==> config.mk <==
export PLATFORM = sky130hd
export DESIGN_NAME = apb4_clint_mh_flat
export DESIGN_NICKNAME = d
export VERILOG_FILES = /design/src/rtl/apb4_clint_mh_if.sv /design/src/rtl/apb4_clint_mh.sv /design/src/flat_wrapper.sv
export SDC_FILE = /design/constraint.sdc
export NUM_CORES = 1
export LEC_CHECK = 0
export ABC_AREA = 1
export BUFFER_PORTS_ARGS = -buffer_cell sky130_fd_sc_hd__buf_2
export CORE_AREA = 2 2 272 274
export CTS_CLUSTER_SIZE = 16
export DETAILED_ROUTE_END_ITERATION = 12
export DIE_AREA = 0 0 274 276
export GPL_TIMING_DRIVEN = 0
export REMOVE_ABC_BUFFERS = 1
export SYNTH_ARGS = -nofsm -noshare
export SYNTH_HDL_FRONTEND = slang
export SYNTH_SLANG_ARGS = --single-unit
export TNS_END_PERCENT = 10
==> constraint.sdc <==
create_clock -name apb4_hclk -period 5 [get_ports apb4_hclk]
set_input_delay 0.25 -clock apb4_hclk [delete_from_list [all_inputs] [get_ports apb4_hclk]]
set_output_delay 0.25 -clock apb4_hclk [all_outputs]
set_load 0.05 [all_outputs]
==> src/rtl/apb4_clint_mh_if.sv <==
// APB4 bus bundle shared by the CLINT and its bus master; carries the bus clock
// and active-low reset alongside the usual APB4 signals.
interface apb4_if;
  logic        hclk;
  logic        hresetn;
  logic [31:0] paddr;
  logic [31:0] pwdata;
  logic        pwrite;
  logic        psel;
  logic        penable;
  logic [31:0] prdata;
  logic        pready;
  logic        pslverr;

  modport slave (
    input  hclk, hresetn, paddr, pwdata, pwrite, psel, penable,
    output prdata, pready, pslverr
  );

  modport master (
    input  hclk, hresetn, prdata, pready, pslverr,
    output paddr, pwdata, pwrite, psel, penable
  );
endinterface

==> src/rtl/apb4_clint_mh.sv <==
// Multi-hart CLINT on APB4: per-hart MSIP and MTIMECMP, a shared 64-bit mtime
// ticked either by a synchronised RTC input or by an internal hclk prescaler.
module apb4_clint_mh #(
  parameter int unsigned HART_NUM   = 4,
  parameter int unsigned PSCR_WIDTH = 16
) (
  apb4_if.slave               apb4,
  input  logic                rtc_clk_i,
  output logic [HART_NUM-1:0] tmr_irq_o,
  output logic [HART_NUM-1:0] sfr_irq_o
);
  localparam logic [5:0] OFF_CTRL = 6'h10;
  localparam logic [5:0] OFF_PSCR = 6'h11;
  localparam logic [5:0] OFF_MTL  = 6'h12;
  localparam logic [5:0] OFF_MTH  = 6'h13;

  logic                  clk, rst_n;
  logic [5:0]            off;
  logic                  acc, wr_en, rd_en, mapped;
  logic [HART_NUM-1:0]   hit_msip, hit_cmpl, hit_cmph;
  logic                  hit_ctrl, hit_pscr, hit_mtl, hit_mth;

  logic [HART_NUM-1:0]   msip_q;
  logic                  en_q, src_q;
  logic [PSCR_WIDTH-1:0] pscr_q, cnt_q, cnt_d;
  logic [63:0]           mtime_q, mtime_d;
  logic [63:0]           cmp_q [HART_NUM];
  logic [HART_NUM-1:0]   tmr_irq_q;
  logic                  sync1_q, sync2_q, prev_q, armed_q;
  logic [1:0]            warm_q;
  logic                  rtc_tick, presc_run, presc_tick, inc;

  assign clk   = apb4.hclk;
  assign rst_n = apb4.hresetn;
  assign off   = apb4.paddr[7:2];

  always_comb begin
    hit_msip = '0;
    hit_cmpl = '0;
    hit_cmph = '0;
    for (int unsigned h = 0; h < HART_NUM; h++) begin
      hit_msip[h] = (off == 6'(h));
      hit_cmpl[h] = (off == 6'(32 + 2 * h));
      hit_cmph[h] = (off == 6'(33 + 2 * h));
    end
  end

  assign hit_ctrl = (off == OFF_CTRL);
  assign hit_pscr = (off == OFF_PSCR);
  assign hit_mtl  = (off == OFF_MTL);
  assign hit_mth  = (off == OFF_MTH);
  assign mapped   = (|hit_msip) | (|hit_cmpl) | (|hit_cmph) |
                    hit_ctrl | hit_pscr | hit_mtl | hit_mth;

  assign acc          = apb4.psel & apb4.penable;
  assign wr_en        = acc & apb4.pwrite & mapped;
  assign rd_en        = acc & ~apb4.pwrite & mapped;
  assign apb4.pready  = 1'b1;
  assign apb4.pslverr = acc & ~mapped;

  always_comb begin
    apb4.prdata = '0;
    if (rd_en) begin
      if (hit_ctrl) apb4.prdata = {30'd0, src_q, en_q};
      if (hit_pscr) apb4.prdata = 32'(pscr_q);
      if (hit_mtl)  apb4.prdata = mtime_q[31:0];
      if (hit_mth)  apb4.prdata = mtime_q[63:32];
      for (int unsigned h = 0; h < HART_NUM; h++) begin
        if (hit_msip[h]) apb4.prdata = {31'd0, msip_q[h]};
        if (hit_cmpl[h]) apb4.prdata = cmp_q[h][31:0];
        if (hit_cmph[h]) apb4.prdata = cmp_q[h][63:32];
      end
    end
  end

  // An RTC edge only counts once a genuine low has been sampled after reset,
  // so an rtc_clk_i held high across reset release does not produce a tick.
  assign rtc_tick   = sync2_q & ~prev_q & armed_q;
  assign presc_run  = en_q & src_q;
  assign presc_tick = presc_run & (cnt_q == pscr_q);
  assign inc        = en_q & (src_q ? presc_tick : rtc_tick);

  always_comb begin
    cnt_d = cnt_q + 1'b1;
    if (!presc_run || presc_tick || (wr_en && (hit_ctrl || hit_pscr))) cnt_d = '0;
  end

  // A write to either half wins over a same-cycle increment; that tick is lost.
  always_comb begin
    mtime_d = mtime_q;
    if (wr_en && hit_mtl)      mtime_d[31:0]  = apb4.pwdata;
    else if (wr_en && hit_mth) mtime_d[63:32] = apb4.pwdata;
    else if (inc)              mtime_d        = mtime_q + 64'd1;
  end

  always_ff @(posedge clk or negedge rst_n) begin
    if (!rst_n) begin
      msip_q    <= '0;
      en_q      <= 1'b1;
      src_q     <= 1'b0;
      pscr_q    <= '0;
      cnt_q     <= '0;
      mtime_q   <= '0;
      tmr_irq_q <= '0;
      sync1_q   <= 1'b0;
      sync2_q   <= 1'b0;
      prev_q    <= 1'b0;
      armed_q   <= 1'b0;
      warm_q    <= '0;
      for (int unsigned h = 0; h < HART_NUM; h++) cmp_q[h] <= '1;
    end else begin
      sync1_q <= rtc_clk_i;
      sync2_q <= sync1_q;
      prev_q  <= sync2_q;
      warm_q  <= {warm_q[0], 1'b1};
      armed_q <= armed_q | (warm_q[1] & ~sync2_q);
      cnt_q   <= cnt_d;
      mtime_q <= mtime_d;
      if (wr_en && hit_ctrl) begin
        en_q  <= apb4.pwdata[0];
        src_q <= apb4.pwdata[1];
      end
      if (wr_en && hit_pscr) pscr_q <= apb4.pwdata[PSCR_WIDTH-1:0];
      for (int unsigned h = 0; h < HART_NUM; h++) begin
        if (wr_en && hit_msip[h]) msip_q[h]        <= apb4.pwdata[0];
        if (wr_en && hit_cmpl[h]) cmp_q[h][31:0]  <= apb4.pwdata;
        if (wr_en && hit_cmph[h]) cmp_q[h][63:32] <= apb4.pwdata;
        tmr_irq_q[h] <= (mtime_q >= cmp_q[h]);
      end
    end
  end

  assign tmr_irq_o = tmr_irq_q;
  assign sfr_irq_o = msip_q;
endmodule

==> src/flat_wrapper.sv <==
// flat-port wrapper written by rule: the top's interface ports become plain ports
module apb4_clint_mh_flat 
#(
  parameter int unsigned HART_NUM   = 4,
  parameter int unsigned PSCR_WIDTH = 16
)
  (rtc_clk_i, tmr_irq_o, sfr_irq_o, apb4_hclk, apb4_hresetn, apb4_paddr, apb4_pwdata, apb4_pwrite, apb4_psel, apb4_penable, apb4_prdata, apb4_pready, apb4_pslverr);
  apb4_if apb4_i ();
  input  logic rtc_clk_i;
  output logic [HART_NUM-1:0] tmr_irq_o;
  output logic [HART_NUM-1:0] sfr_irq_o;
  input wire logic [$bits(apb4_i.hclk)-1:0] apb4_hclk;
  input wire logic [$bits(apb4_i.hresetn)-1:0] apb4_hresetn;
  input wire logic [$bits(apb4_i.paddr)-1:0] apb4_paddr;
  input wire logic [$bits(apb4_i.pwdata)-1:0] apb4_pwdata;
  input wire logic [$bits(apb4_i.pwrite)-1:0] apb4_pwrite;
  input wire logic [$bits(apb4_i.psel)-1:0] apb4_psel;
  input wire logic [$bits(apb4_i.penable)-1:0] apb4_penable;
  output wire logic [$bits(apb4_i.prdata)-1:0] apb4_prdata;
  output wire logic [$bits(apb4_i.pready)-1:0] apb4_pready;
  output wire logic [$bits(apb4_i.pslverr)-1:0] apb4_pslverr;
  assign apb4_i.hclk = apb4_hclk;
  assign apb4_i.hresetn = apb4_hresetn;
  assign apb4_i.paddr = apb4_paddr;
  assign apb4_i.pwdata = apb4_pwdata;
  assign apb4_i.pwrite = apb4_pwrite;
  assign apb4_i.psel = apb4_psel;
  assign apb4_i.penable = apb4_penable;
  assign apb4_prdata = apb4_i.prdata;
  assign apb4_pready = apb4_i.pready;
  assign apb4_pslverr = apb4_i.pslverr;
  apb4_clint_mh #(.HART_NUM(HART_NUM), .PSCR_WIDTH(PSCR_WIDTH)) u_core (.apb4(apb4_i), .rtc_clk_i(rtc_clk_i), .tmr_irq_o(tmr_irq_o), .sfr_irq_o(sfr_irq_o));
endmodule
### Word level (Yosys, flattened, before mapping)

Cells that the tools add are included.

| cells by class | value |
|---|---|
| add/sub/neg operators | 2 |
| multipliers | 0 |
| divide/modulo/power cells | 0 |
| order comparisons | 4 |
| equal/unequal tests | 17 |
| shift operators | 0 |
| mux-type cells | 23 |
| bitwise gates (word level) | 24 |
| reductions and logical operators | 29 |

Operator list:

| cell | count |
|---|---|
| 32-bit 2-to-1 mux | 18 |
| 64-bit greater-or-equal comparator | 4 |
| 64-bit by 1-bit adder with 64-bit output (second input constant) | 1 |
| 64-bit 2-to-1 mux | 1 |
| 6-bit == test (second input constant) | 8 |
| 16-bit 2-to-1 mux | 2 |
| 6-bit by 5-bit == test with 1-bit output (second input constant) | 4 |
| 1-bit logical AND | 17 |
| 16-bit by 1-bit adder with 16-bit output (second input constant) | 1 |
| 16-bit == test | 1 |
| 1-bit AND | 12 |
| 6-bit by 2-bit == test with 1-bit output (second input constant) | 2 |
| 4-bit OR reduction | 3 |
| 1-bit bitwise OR | 7 |
| 6-bit by 1-bit == test with 1-bit output (second input constant) | 1 |
| 6-bit zero test | 1 |
| 1-bit NOT | 5 |
| 2-bit AND reduction | 2 |
| 2-bit nonzero test | 2 |
| 1-bit logical OR | 3 |
| 2-bit 2-to-1 mux | 1 |
| 2-bit by 1-bit != test with 1-bit output (second input constant) | 1 |
| 1-bit zero test | 1 |
| 1-bit 2-to-1 mux | 1 |

| word-level totals | value |
|---|---|
| register bits | 368 |
| latch bits | 0 |
| memory bits (writable) | 0 |
| bits in read-only memories | 0 |
| input bits | 70 |
| output and inout port bits | 42 |
| word-level logic and storage cells | 123 |
| memories kept | 0 |

### Longest topological paths before layout

| depth | value |
|---|---|
| depth in word-level cells | 18 |
| mapped depth | 15 |
| depth with buffers taken out | 15 |

### Worst setup path after synthesis

Ideal clock, no wire load.

| timing path | value |
|---|---|
| path kind | input-to-output |
| start | in apb4_paddr[6] |
| end | out apb4_prdata[21] |
| arrival time | 2.282 ns |
| data required time | 4.750 ns |
| setup slack | 2.468 ns |
| stages on the path | 12 |
| buffers on the path | 1 |
| cell sequence | inv_2 nand2_2 nor3_2 nand2_1 nand3_1 nor4_1 nand3_2 nand2_1 inv_1 buf_2 o21ai_0 a21oi_1 |

| between the ends | value |
|---|---|
| cells in the longest elaborated chain, start to end | 16 |
| elaborated cells between the ends (all ways) | 41 |
| classes of those cells | 15 x eq/ne; 15 x mux; 7 x bitwise; 4 x reduce/logical |

Ends and longest elaborated chain:

| item | RTL line | RTL |
|---|---|---|
| from (decl) | flat_wrapper.sv:14 | `input wire logic [$bits(apb4_i.paddr)-1:0] apb4_paddr;` |
| 6-bit by 5-bit == test with 1-bit output | apb4_clint_mh.sv:50 | `assign hit_mtl = (off == OFF_MTL);` |
| 32-bit 2-to-1 mux | apb4_clint_mh.sv:66 | `if (hit_mtl) apb4.prdata = mtime_q[31:0];` |
| 32-bit 2-to-1 mux | apb4_clint_mh.sv:67 | `if (hit_mth) apb4.prdata = mtime_q[63:32];` |
| 32-bit 2-to-1 mux | apb4_clint_mh.sv:69 | `if (hit_msip[h]) apb4.prdata = {31'd0, msip_q[h]};` |
| 32-bit 2-to-1 mux | apb4_clint_mh.sv:70 | `if (hit_cmpl[h]) apb4.prdata = cmp_q[h][31:0];` |
| 32-bit 2-to-1 mux | apb4_clint_mh.sv:71 | `if (hit_cmph[h]) apb4.prdata = cmp_q[h][63:32];` |
| 32-bit 2-to-1 mux | apb4_clint_mh.sv:69 |  |
| 32-bit 2-to-1 mux | apb4_clint_mh.sv:70 |  |
| 32-bit 2-to-1 mux | apb4_clint_mh.sv:71 |  |
| 32-bit 2-to-1 mux | apb4_clint_mh.sv:69 |  |
| 32-bit 2-to-1 mux | apb4_clint_mh.sv:70 |  |
| 32-bit 2-to-1 mux | apb4_clint_mh.sv:71 |  |
| 32-bit 2-to-1 mux | apb4_clint_mh.sv:69 |  |
| 32-bit 2-to-1 mux | apb4_clint_mh.sv:70 |  |
| 32-bit 2-to-1 mux | apb4_clint_mh.sv:71 |  |
| 32-bit 2-to-1 mux (*) | apb4_clint_mh.sv:63 | `if (rd_en) begin` |
| to (decl) | flat_wrapper.sv:19 | `output wire logic [$bits(apb4_i.prdata)-1:0] apb4_prdata;` |

Mark *: on every way between the ends. The rest lies on a longest branch, timed or not.

### Worst setup path after layout

| timing path | value |
|---|---|
| start | in apb4_paddr[4] |
| end | reg u_core.mtime_q[54] |

| between the ends | value |
|---|---|
| cells in the longest elaborated chain, start to end | 12 |
| elaborated cells between the ends (all ways) | 32 |
| classes of those cells | 15 x eq/ne; 1 x mux; 8 x bitwise; 8 x reduce/logical |

Ends and longest elaborated chain:

| item | RTL line | RTL |
|---|---|---|
| 6-bit by 1-bit == test with 1-bit output, or another cell as far along | apb4_clint_mh.sv:42 | `hit_msip[h] = (off == 6'(h));` |
| 4-bit OR reduction | apb4_clint_mh.sv:52 | `assign mapped = (\|hit_msip) \| (\|hit_cmpl) \| (\|hit_cmph) \|` |
| 1-bit bitwise OR (3 in series) | apb4_clint_mh.sv:52 |  |
| 1-bit bitwise OR (3 in series) | apb4_clint_mh.sv:53 | `hit_ctrl \| hit_pscr \| hit_mtl \| hit_mth;` |
| 1-bit AND | apb4_clint_mh.sv:56 | `assign wr_en = acc & apb4.pwrite & mapped;` |
| 1-bit logical AND (on tied branches) | apb4_clint_mh.sv:92, apb4_clint_mh.sv:91 |  |
| 2-bit nonzero test (no line) / 1-bit NOT (equally long branches) | n/a |  |
| 2-bit AND reduction (no line) | n/a |  |
| to (signal assigned) | apb4_clint_mh.sv:118 | `mtime_q <= mtime_d;` |
| to (decl) | apb4_clint_mh.sv:26 | `logic [63:0] mtime_q, mtime_d;` |

Several ways; a longest one is shown, not always the timed one.
A chain may end at the register's enable or synchronous reset.

==> key figures <==
Power and ir drop
  – Internal: 5.366 mW
  – Power, Total: 7.522 mW
  – Clock share of power: 43.9%
  – Seq pwr share: 43.4%
  – Switching Share: 28.67%
  – Combinational power share: 12.7%
  – PwrDens: 263.3 nW/µm²
  – Net Switching: 2.157 mW
  – Worst VDD drop: 0.2451 mV
  – Leakage power: 13.84 nW

Drt
  – Antenna viol nets, final: 0
  – DR WL/cell: 20.71 µm
  – Vias/cell: 5.326
  – DRC viols: 0
  – DR pass1 iterations: 5
  – Total number of vias: 23190
  – Total wire length: 90160 µm
  – DRT iter0 DRCs: 2014

Timing
  – Final min period: 4.723 ns
  – RSZ-0062 raised after global routing: false
  – Max Clock Skew: 0.02616 ns
  – Period utilization: 94.45%
  – Final number of setup-violating endpoints: 0
  – Max Freq: 0.2117 GHz
  – Headroom to the max-slew limit: 5.039%
  – Worst-Margin Slew: 1.423 ns
  – Hold Vio Cnt, Final: 0
  – Pins Over Slew Limit: 0

Die
  – Core area: 72590 µm²
  – FP Rows: 99
  – Initial core utilization: 34.87%
  – Die area: 75620 µm²
  – Die Y-Extent: 276 µm
  – Die X: 274 µm
  – # IOs: 112

Final layout
  – Share of cells above drive strength 1: 14.20%
  – Nets: 3688
  – Ant diodes: 0
  – Area grow syn2layout: 12.88%
  – Layout Utilization: 39.36%

CTS
  – H-tree depth: 2
  – Root Driver: clkbuf_16
  – Clock Latency Late Sink: 0.59 ns
  – Setup Buffers After CTS: 0
  – CTS tree: yes
  – Total CTS buffers: 44
  – Clk pin slew, worst setup/hold paths: 0.06 ns
  – Bufs on Longest Clock Path: 3
  – Number of clock sinks: 368

Setup path
  – Crit. End Element: register
  – CP Cell Sequence: buf_2 > inv_1 > nand2_1 > nor2_1 > nand2_1 > clkinv_1 > nand3_4 > nand2_2 > inv_2 > nand2_1 > nand2_1
  – CP required: 5.51 ns
  – Crit-path max cell delay: 1.00 ns
  – CP Data Arrival Time: 5.24 ns
  – Largest fanout on the critical path: 66
  – CP bufs+invs: 4
  – Slowest cell on the critical path: clkinv_1
  – Crit path kind: in -> reg
  – Worst Setup SP: apb4_paddr[4]
  – Worst path most repeated cell: nand2_1
  – Startpoint types: input port
  – Critical path's top delay family: simple AND/OR/NAND/NOR gates
  – R2r startpoint: u_core.pscr_q[15]$_DFFE_PN0P_

Logic synthesis
  – Synth Cell Area: 25310 µm²
  – Seq/Total Area, Yosys: 37.65%
  – Post-synth top area share: 26.68%
  – Cells after synthesis: 3322
  – Prevailing post-synth register cell: dfstp_2
  – Largest area contributor in the netlist: dfstp_2
  – Async SR Flop Fraction: 100.0%
  – Post-synthesis cell type count: 50
  – Main combinational cell family by area after synthesis: simple AND/OR/NAND/NOR gates
  – Complex-gate fraction of the synthesized area: 15.95%
  – Xor/xnor cell area share of the yosys netlist: 2.457%
  – Yosys reg bits: 368
  – Mux contribution to synthesized area: 0%
  – Syn_area_per_cell: 7.620 µm²
  – Yosys Warn Count: 0
  – Synth Area in Adders: 12.75%
  – EDFF count, synth: 0
  – Main area contributors after synthesis: dfstp_2, ha_1, nand2_1, dfrtp_1, inv_1
  – Synth Area in Simple Gates: 21.84%

Run status
  – Outcome: completed

GRT
  – Aggregate global routing overflow: 0
  – First-pass GRT wire length: 137600 µm
  – Gr usage total: 23.67%
  – Pin count of the biggest net entering global routing: 111
  – Initial antenna violation count: 1
  – Vias in the first global route: 22332

Placement
  – Post-DP HPWL: 68330 µm
  – Gp weighted congestion: 0.9828
  – PortBufs: 84

Min path
  – Hold Startpoint: apb4_paddr[6]
  – Hold/Removal Path Class: in -> reg

Run
  – Max Cap Violations: 0
==> cell type report <==
cell class | count | area (µm²)
timing repair buffer | 139 | 1142
inverter | 459 | 1727
fill | 7535 | 44010
clock inverter | 8 | 72.57
multi-input combinational | 2348 | 13510
tap | 959 | 1200
clock buffer | 73 | 1391
sequential | 368 | 9530
==> worst reg2reg max path: cells and delay by family, from the launching register on <==
kind            cells  cell delay, ns
simple gates        8            2.09
compound gates      1            0.21
buf+inv             1            0.86
flops               1            0.46
==> cells in the final DEF, fill, tap and decap left out, drive strengths merged, types with 9 or more instances in the layout <==
cell type    count
a31oi            9
nand2          813
o21a            13
o221ai          13
nor2           165
nand3          148
o22ai           19
xor2            60
nand4           58
inv            458
a21oi          216
a21o            11
dfstp          257
nor3            71
o2111ai         48
xnor2           11
dlygate4sd3     34
a211oi          11
buf            105
clkbuf          73
dfrtp          111
ha             258
o21ai          355
a221oi          10
nor4            22
==> cell usage after synthesis (all sizes together), types with 10 or more instances <==
cell,instances
nand2,813
inv,457
o21ai,355
ha,258
dfstp,257
a21oi,216
nor2,165
nand3,148
dfrtp,111
buf,85
nor3,71
clkbuf,63
xor2,60
nand4,58
o2111ai,48
nor4,22
o22ai,19
o21a,13
o221ai,13
a211oi,11
a21o,11
xnor2,11
a221oi,10
==> stage by stage <==
stage | cells | area [µm²] | setup TNS, ns | setup slack [ns] | hold WS (ns)
final | 4354 | 28570 | 0 | 0.2773 | 0.1963
after global routing | 4354 | 28570 | 0 | 0.1259 | 0.2406
after CTS | 4354 | 28570 | 0 | 0.3555 | 0.1636
after detailed placement | 4239 | 26760 | -108.97 | -1.261 | 0.2933
after global placement | 4218 | 26300 | -3480.53 | -9.124 | 0.3320
after floorplan | 3175 | 24680 | -351.26 | -2.136 | -0.04559
==> cells by family after synthesis <==
family	count (synthesis)
AOI/OAI and AO/OA	718
xor gates and xnor gates	71
adders and majority gates	258
buffers and inverters	607
DFF	368
other	1
and+or+nand+nor	1299
==> state kept, by name (all words and copies together) (netlist names), 2 cells and up <==
| name | cells |
|---|---|
| u_core.cmp_q | 256 |
| u_core.pscr_q | 16 |
| u_core.warm_q | 2 |
| u_core.tmr_irq_o | 4 |
| u_core.sfr_irq_o | 4 |
| u_core.cnt_q | 16 |
| u_core.mtime_q | 64 |
==> path summary, 6_finish.rpt <==
check,endpoint,slack (ns),cells after the start
min,u_core.sfr_irq_o[3]$_DFFE_PN0P_,0.20,5
min in group asynchronous,u_core.mtime_q[53]$_DFFE_PN0P_,0.27,2
max in group asynchronous,u_core.cmp_q[168]$_DFFE_PN1P_,3.38,4
max reg2reg,u_core.mtime_q[10]$_DFFE_PN0P_,1.30,10
max,u_core.mtime_q[54]$_DFFE_PN0P_,0.28,11
min reg2reg,u_core.sync2_q$_DFF_PN0_,0.34,0
==> power groups by stage <==
| stage | registers, mW | clock network, mW | logic [mW] |
|---|---|---|---|
| global route | 3.27 | 3.50 | 1.06 |
| floorplan | 3.28 | 0 | 0.506 |
| finish | 3.26 | 3.30 | 0.955 |
| CTS | 3.26 | 3.36 | 0.954 |
| global placement | 3.30 | 0 | 0.898 |
| detailed placement | 3.30 | 0 | 0.927 |
==> routing by layer <==
layer	GRT usage [%]	up-vias	wire [µm]	share of wire (%)
li1	-	11168	-	-
met1	32.71	11132	40580	45
met2	38.23	754	41160	46
met3	3.222	136	5650	6.3
met4	7.274	0	2767	3.1
met5	0	-	0	0
==> timing repair <==
action                                 4_1_cts  5_1_grt
hold buffers                                34        0
setup endpoints to repair                   50        0
resized for setup                            4        0
endpoints found under the hold margin      204        0
(Power assumes the default switching activity.)
